### config.mk
export PLATFORM = sky130hd
export DESIGN_NAME = lsu_stb_state_fifo
export DESIGN_NICKNAME = d
export VERILOG_FILES = /design/src/rtl/lsu_stb_state_fifo.sv
export SDC_FILE = /design/constraint.sdc
export NUM_CORES = 1
export LEC_CHECK = 0
export CORE_MARGIN = 5
export CORE_UTILIZATION = 51
export DETAILED_ROUTE_END_ITERATION = 6
export PLACE_DENSITY = 0.77
export SETUP_SLACK_MARGIN = 0.15
export SLEW_MARGIN = 20
export SYNTH_ARGS = -nofsm -noshare
export SYNTH_HDL_FRONTEND = slang
export SYNTH_SLANG_ARGS = --single-unit
### constraint.sdc
create_clock -name rclk -period 5.2 [get_ports rclk]
set_clock_uncertainty 0.2 [all_clocks]
set_input_delay 1.04 -clock rclk [delete_from_list [all_inputs] [get_ports rclk]]
set_output_delay 1.04 -clock rclk [all_outputs]
set_load 0.005 [all_outputs]
### src/rtl/lsu_stb_state_fifo.sv
// rtl/lsu_stb_state_fifo.sv - store-buffer state queue with tail/issue/ack pointers, TSO/RMO issue and set-index CAM
module lsu_stb_state_fifo #(
  parameter int ENTRIES = 8,
  parameter int PTR_W   = 3,
  parameter int SI_W    = 2,
  parameter int RT_W    = 2
) (
  input  logic               rclk,
  input  logic               arst_l,
  input  logic               wr_vld,
  input  logic [SI_W-1:0]    wr_si,
  input  logic [RT_W-1:0]    wr_rtype,
  input  logic               wr_rmo,
  output logic               wr_rdy,
  output logic               wr_drop,
  output logic               iss_vld,
  input  logic               iss_rdy,
  output logic [PTR_W-1:0]   iss_ptr,
  output logic [SI_W-1:0]    iss_si,
  output logic [RT_W-1:0]    iss_rtype,
  output logic               iss_rmo,
  input  logic               ack_vld,
  output logic               ack_err,
  input  logic               flush,
  input  logic [SI_W-1:0]    cam_si,
  output logic [ENTRIES-1:0] cam_hit,
  output logic [ENTRIES-1:0] ent_vld,
  output logic [ENTRIES-1:0] ent_iss,
  output logic [PTR_W:0]     count,
  output logic               empty
);

  localparam logic [PTR_W-1:0] PTR_ONE = PTR_W'(1);
  localparam logic [PTR_W:0]   CNT_MAX = (PTR_W+1)'(ENTRIES);

  logic [PTR_W-1:0]   wptr, iptr, aptr;
  logic [ENTRIES-1:0] vld_q, iss_q, rmo_q;
  logic [SI_W-1:0]    si_q [ENTRIES];
  logic [RT_W-1:0]    rt_q [ENTRIES];
  logic [PTR_W:0]     count_q, count_nxt, flush_cnt;
  logic               drop_q, err_q;
  logic               full, unissued, alloc, iss_fire, ack_ok;

  assign full      = (count_q == CNT_MAX);
  assign wr_rdy    = ~full;
  // Pointer equality is ambiguous when full; the issued bit of the issue slot resolves it.
  assign unissued  = (iptr != wptr) | (full & ~iss_q[iptr]);
  assign iss_vld   = unissued & ~flush & (rmo_q[iptr] | ~(|iss_q));
  assign iss_fire  = iss_vld & iss_rdy;
  assign alloc     = wr_vld & wr_rdy & ~flush;
  assign ack_ok    = ack_vld & iss_q[aptr];

  assign iss_ptr   = iptr;
  assign iss_si    = si_q[iptr];
  assign iss_rtype = rt_q[iptr];
  assign iss_rmo   = rmo_q[iptr];
  assign ent_vld   = vld_q;
  assign ent_iss   = iss_q;
  assign count     = count_q;
  assign empty     = (count_q == '0);
  assign wr_drop   = drop_q;
  assign ack_err   = err_q;

  always_comb begin
    flush_cnt = '0;
    for (int i = 0; i < ENTRIES; i++) begin
      flush_cnt = flush_cnt + (PTR_W+1)'(vld_q[i] & ~iss_q[i]);
    end
    count_nxt = count_q + (PTR_W+1)'(alloc) - (PTR_W+1)'(ack_ok);
    if (flush) count_nxt = count_nxt - flush_cnt;
  end

  always_comb begin
    cam_hit = '0;
    for (int i = 0; i < ENTRIES; i++) begin
      cam_hit[i] = vld_q[i] & (si_q[i] == cam_si);
    end
  end

  always_ff @(posedge rclk or negedge arst_l) begin
    if (!arst_l) begin
      wptr    <= '0;
      iptr    <= '0;
      aptr    <= '0;
      vld_q   <= '0;
      iss_q   <= '0;
      rmo_q   <= '0;
      count_q <= '0;
      drop_q  <= 1'b0;
      err_q   <= 1'b0;
      for (int i = 0; i < ENTRIES; i++) begin
        si_q[i] <= '0;
        rt_q[i] <= '0;
      end
    end else begin
      drop_q  <= wr_vld & ~wr_rdy & ~flush;
      err_q   <= ack_vld & ~iss_q[aptr];
      count_q <= count_nxt;
      if (flush)      wptr <= iptr;
      else if (alloc) wptr <= wptr + PTR_ONE;
      if (iss_fire)   iptr <= iptr + PTR_ONE;
      if (ack_ok)     aptr <= aptr + PTR_ONE;
      // Alloc never targets the ack slot: a free slot at wptr implies it is not issued.
      for (int i = 0; i < ENTRIES; i++) begin
        if (flush && vld_q[i] && !iss_q[i]) vld_q[i] <= 1'b0;
        if (ack_ok && aptr == PTR_W'(i)) begin
          vld_q[i] <= 1'b0;
          iss_q[i] <= 1'b0;
        end
        if (iss_fire && iptr == PTR_W'(i)) iss_q[i] <= 1'b1;
        if (alloc && wptr == PTR_W'(i)) begin
          si_q[i]  <= wr_si;
          rt_q[i]  <= wr_rtype;
          rmo_q[i] <= wr_rmo;
          vld_q[i] <= 1'b1;
          iss_q[i] <= 1'b0;
        end
      end
    end
  end

endmodule

==> metrics.txt, run 1 <==
WP buf/inv=6; Slowest cell on crit path=fa_1; area growth from synthesis to layout=23.0%; Rows=33; Place WS=-356 ps; Netlist cell types=47; layout cells sized above 1=23.7%; wire length per cell=19.7 um; initial antenna violation count=0; part of the cycle the worst path needs=94.9%; max-slew violations=0; grt total ovfl=0; unrepaired setup endpoints after global routing=false; worst path required time=5240 ps; crit-path cells=clkdlybuf4s50_1 > nor2b_2 > ha_1 > inv_1 > ha_2 > fa_1 > inv_1 > fa_1 > inv_1 > fa_1 > inv_1 > fa_1 > inv_1 > ha_1 > o32ai_1 > a21oi_1 > o311a_1; top post-synthesis cells by area=dfrtp_1 41%, mux2_2 9.4%, ha_1 7.8%, mux4_2 6.2%, xnor2_1 5.7%; DIE AREA=0.0104 mm2; CP Class=in2reg; Final Hold Viols=0; Final Setup Violations=0; FFs w/ async S/R, synth=100%; Post-synth EDFFs=0; number of fillers in the final layout=664; first-pass GRT wire length=17.7 mm; Clock Path Buffers=2; Clk pin slew, worst setup/hold paths=80 ps; Least-Margin Pin Slew=912 ps; Final Critical Period=4930 ps; CP max FO=3; Total Routed Length=11.0 mm; core area=0.00826 mm2; Horiz. Die Dim=102 um; Hold/Removal Path Class=reg2reg; CTS hold repair buffers=0; cell taking the most area after synthesis=dfrtp_1; gr usage total=22.6%; CP arrival=4970 ps; Synth Register Bits=71; Layout Nets=494; Num CTS Buffers=9; outcome=complete, no violations; post-DR vias/cell=5.66; GP Congestion=0.931; most frequent cell after synthesis=dfrtp_1; Routed Antenna Nets=0; DRC=0; Synth top area share=41.0%; fin util=64.5%; CTS HTree Levels=3; Synthesized Nets=423; top post-synthesis cells by count=71 x dfrtp_1, 48 x nand2_1, 36 x mux2_2, 28 x xnor2_1, 27 x ha_1; number of antenna diodes=0; Final WS setup=267 ps; IO Port Bufs=53; Post-synth top flop=dfrtp_1; cells after synthesis=375; Clock Latency Late Sink=350 ps; clk sink count=71; CTS Root Buffer Type=clkbuf_8; I/O pin cnt=54; max_cap viols=0; relative slew slack=39.2%; initial core utilization=52.5%; Storage cell area=0.00178 mm2; Worst Setup Start Kind=primary input; CP dominant cell by count=inv_1; CTS tree=yes; Max stage delay on crit path=500 ps; crit end category=flop; Max Fclk=203 MHz; vias in the first global route=3302; sequential share of the synthesized area=41.0%; area of the multi-input gates=0.00244 mm2; Avg Inst Size Synth=11.6 um2; Die Y=102 um; Post-Syn Area=0.00433 mm2; routed vias=3149; Crit path max-delay family=adder cells; DRT Pass-1 Iters=4; initial DRC count=256; warnings from Yosys=0; pin count of the biggest net entering global routing=40; final HPWL from detailed placement=7.90 mm
==> cells in the final DEF (no fill, tap or decap), types with 2 or more instances in the layout <==
| master | netlist | routed |
|---|---|---|
| dfrtp_1 | 71 | 70 |
| clkdlybuf4s50_1 | 0 | 50 |
| nand2_1 | 48 | 48 |
| mux2_2 | 36 | 36 |
| xnor2_1 | 28 | 27 |
| inv_1 | 26 | 26 |
| ha_1 | 27 | 25 |
| buf_4 | 0 | 20 |
| nand2b_1 | 14 | 13 |
| mux4_2 | 12 | 12 |
| and3_1 | 11 | 11 |
| and2_1 | 9 | 9 |
| o21ai_0 | 9 | 9 |
| clkbuf_8 | 0 | 9 |
| fa_1 | 8 | 8 |
| a21oi_1 | 7 | 6 |
| nor2_1 | 6 | 5 |
| nand3_1 | 4 | 4 |
| a32o_1 | 4 | 4 |
| clkinv_2 | 0 | 3 |
| mux2i_1 | 4 | 3 |
| nand3b_1 | 3 | 3 |
| a31o_2 | 3 | 3 |
| clkinvlp_4 | 0 | 3 |
| a21o_1 | 2 | 2 |
| a21oi_2 | 1 | 2 |
| mux4_1 | 2 | 2 |
| nor4_1 | 2 | 2 |
| nand4_1 | 2 | 2 |
| o22ai_1 | 2 | 2 |
| a41o_1 | 2 | 2 |
| o41ai_2 | 2 | 2 |
==> metrics by stage <==
step	instance area, um2	hold slack, ps	cells	setup TNS, ps
4_1_cts	5310	290	555	0
3_3_place_gp	5090	259	539	-482
5_1_grt	5330	316	556	0
2_1_floorplan	4350	241	375	0
6_report	5330	297	556	0
3_5_place_dp	5090	269	539	-711
==> area by class of cell <==
type	instances	share of cell area, %
sequential	71	33.4
clock buffer	9	2.33
tap	105	2.47
multi-input combinational	263	45.8
inverter	28	2.00
timing repair buffer	73	12.7
clock inverter	7	1.34
==> cells by family after synthesis <==
group                      Yosys count  share of synthesized area (%)
AOI/OAI and AO/OA                   37                           6.53
buffers and inverters               41                           3.75
DFF                                 71                           41.0
xor gates and xnor gates            29                           5.86
and+or+nand+nor                    106                           13.0
adders and majority gates           36                           11.7
muxes                               55                           18.1
==> sequential cells by signal, indices dropped and copies added (netlist names) <==
register	cells
rmo_q	8
si_q	16
rt_q	16
count	4
iss_ptr	3
ack_err	1
wr_drop	1
ent_iss	8
aptr	3
wptr	3
ent_vld	8
==> worst paths after layout <==
| path | from | endpoint | slack [ps] | cells after the start |
|---|---|---|---|---|
| hold / removal | rmo_q[0]$_DFFE_PN0P_ | rmo_q[0]$_DFFE_PN0P_ | 300 | 2 |
| setup reg to reg | aptr[0]$_DFFE_PN0P_ | count[3]$_DFF_PN0_ | 340 | 18 |
| hold reg to reg | rmo_q[0]$_DFFE_PN0P_ | rmo_q[0]$_DFFE_PN0P_ | 300 | 2 |
| setup / recovery | ack_vld | count[3]$_DFF_PN0_ | 270 | 17 |
| min in group asynchronous | arst_l | rt_q[2]$_DFFE_PN0P_ | 610 | 1 |
| max in group asynchronous | arst_l | aptr[0]$_DFFE_PN0P_ | 3180 | 2 |
==> repair_timing <==
item,4_1_cts,5_1_grt
setup endpoints to repair,1,2
buffers inserted,0,1
resized for setup,4,5
==> routing by layer <==
layer	vias to the layer above	routed length [um]	global-route usage, %
met3	18	496	3.48
met2	101	5510	36.9
met4	0	227	8.48
li1	1437	-	-
met5	-	0	0
met1	1593	4730	30.7
==> worst register-to-register path, cell delays in order (launching register included) <==
cell and delay (ps):
dfrtp_2 410, mux4_2 540, mux2i_2 200, nor2b_2 80, ha_1 270, inv_1 40
ha_2 180, fa_1 470, inv_1 60, fa_1 500, inv_1 50, fa_1 480
inv_1 50, fa_1 390, inv_1 70, ha_1 250, o32ai_1 320, a21oi_1 80
o311a_1 120
Power of run 1 is left out: the tool's default activity adds up to more than one toggle a clock period on the data nets, which glitch-free logic cannot reach.
==> inputs of run 2 (changes only) <==
GPL_TIMING_DRIVEN = 0   (was default)
==> metrics.txt, run 2 (synthesized netlist as in run 1, its figures left out) <==
first-pass GRT wire length=17.8 mm; grt total ovfl=0; Clock Latency Late Sink=360 ps; CTS hold repair buffers=0; CP max FO=6; Hold/Removal Path Class=reg2reg; Final Setup Violations=0; initial antenna violation count=0; setup TNS=0 ps; gr usage total=22.6%; max-slew violations=0; Horiz. Die Dim=102 um; fin util=65.9%; Clock Path Buffers=2; area growth from synthesis to layout=25.7%; leakage dissipation=2.47 nW; Worst VDD drop=0.907 mV; final HPWL from detailed placement=7.65 mm; I/O pin cnt=54; post-DR vias/cell=5.71; commonest non-fill, non-tap cell in the layout=dfrtp_1; Num CTS Buffers=9; Largest regs=rt_q: 16 flops, si_q: 16 flops; worst path required time=5250 ps; number of antenna diodes=0; Storage cell area=0.00178 mm2; GP Congestion=0.836; Fin Hold WS=289 ps; area of the multi-input gates=0.00246 mm2; IO Port Bufs=51; CTS HTree Levels=3; Least-Margin Pin Slew=831 ps; DRT Pass-1 Iters=6; pin count of the biggest net entering global routing=53; CTS tree=yes; Layout Nets=508; CTS Root Buffer Type=clkbuf_8; vias in the first global route=3398; Final Critical Period=5010 ps; core area=0.00826 mm2; outcome=complete, no violations; Clk pin slew, worst setup/hold paths=90 ps; clk sink count=71; Die Y=102 um; Routed Antenna Nets=0; Total Routed Length=11.2 mm; wire length per cell=19.7 um; Max Fclk=200 MHz; PD cells=874 mW/mm2; Final Hold Viols=0; routed vias=3252; CP Class=in2reg; crit end category=flop; Rows=33; initial DRC count=199; Worst Setup Start Kind=primary input; CP arrival=5060 ps; unrepaired setup endpoints after global routing=true; commonest cells after routing, fill and taps aside=65 x dfrtp_1, 48 x nand2_1, 47 x clkdlybuf4s50_1; layout cells sized above 1=26.7%; number of fillers in the final layout=654; initial core utilization=52.5%; DRC=0; part of the cycle the worst path needs=96.3%; DIE AREA=0.0104 mm2; relative slew slack=44.6%; max_cap viols=0
-- run 2: cell type report --
class | count | area share, %
Clock inverter | 7 | 1.47
Buffer | 13 | 1.17
Inverter | 28 | 1.95
Multi-Input combinational cell | 263 | 45.1
Sequential cell | 71 | 32.8
Timing Repair Buffer | 74 | 12.8
Tap cell | 105 | 2.41
Clock buffer | 9 | 2.28
-- run 2: path summary, 6_finish.rpt --
check / cells after the start / to / slack [ps] / from
setup reg to reg: 18 / count[3]$_DFF_PN0_ / 250 / ent_iss[2]$_DFFE_PN0P_
min in group asynchronous: 1 / rt_q[14]$_DFFE_PN0P_ / 360 / arst_l
setup / recovery: 18 / count[3]$_DFF_PN0_ / 190 / flush
hold reg to reg: 2 / rmo_q[0]$_DFFE_PN0P_ / 290 / rmo_q[0]$_DFFE_PN0P_
hold / removal: 2 / rmo_q[0]$_DFFE_PN0P_ / 290 / rmo_q[0]$_DFFE_PN0P_
max in group asynchronous: 2 / ent_iss[3]$_DFFE_PN0P_ / 3880 / arst_l
-- run 2: per-layer routing --
layer  global-route usage (%)  part of all wire (%)
met3                     5.26                   6.4
met4                     6.96                   2.2
met2                     37.0                    50
met1                     30.0                    42
met5                    0.962                     0
-- run 2: through the flow --
step	setup slack [ps]	instance area, um2	std cells	power (mW)
floorplan	180	4350	375	3.08
global placement	-713	4990	531	3.72
detailed placement	-791	5010	532	3.85
CTS	150	5410	570	4.55
global route	60.5	5440	570	5.21
finish	191	5440	570	4.76
-- run 2: timing repair --
| item | in CTS | in global routing |
|---|---|---|
| setup endpoints to repair | 3 | 15 |
| buffers inserted | 22 | 0 |
| cloned | 0 | 0 |
| resized for setup | 12 | 13 |
| pin swaps | 5 | 3 |
-- run 2: power by group --
part / internal, mW / switching (mW) / total (mW)
combinational: 1.78 / 1.44 / 3.22
sequential: 0.813 / 0.261 / 1.07
clock: 0.228 / 0.232 / 0.460
-- run 2: critical path: stages --
cell           delay [ps]
dlygate4sd2_1         350
nand2b_4              210
nor2_4                120
inv_2                  50
ha_1                  260
inv_1                  40
ha_2                  170
fa_1                  490
inv_2                  50
fa_1                  500
inv_1                  50
fa_1                  470
inv_1                  50
fa_1                  500
inv_1                  60
ha_4                  280
a21oi_1                60
o311a_1               290
Power figures use the tool's default switching activity.
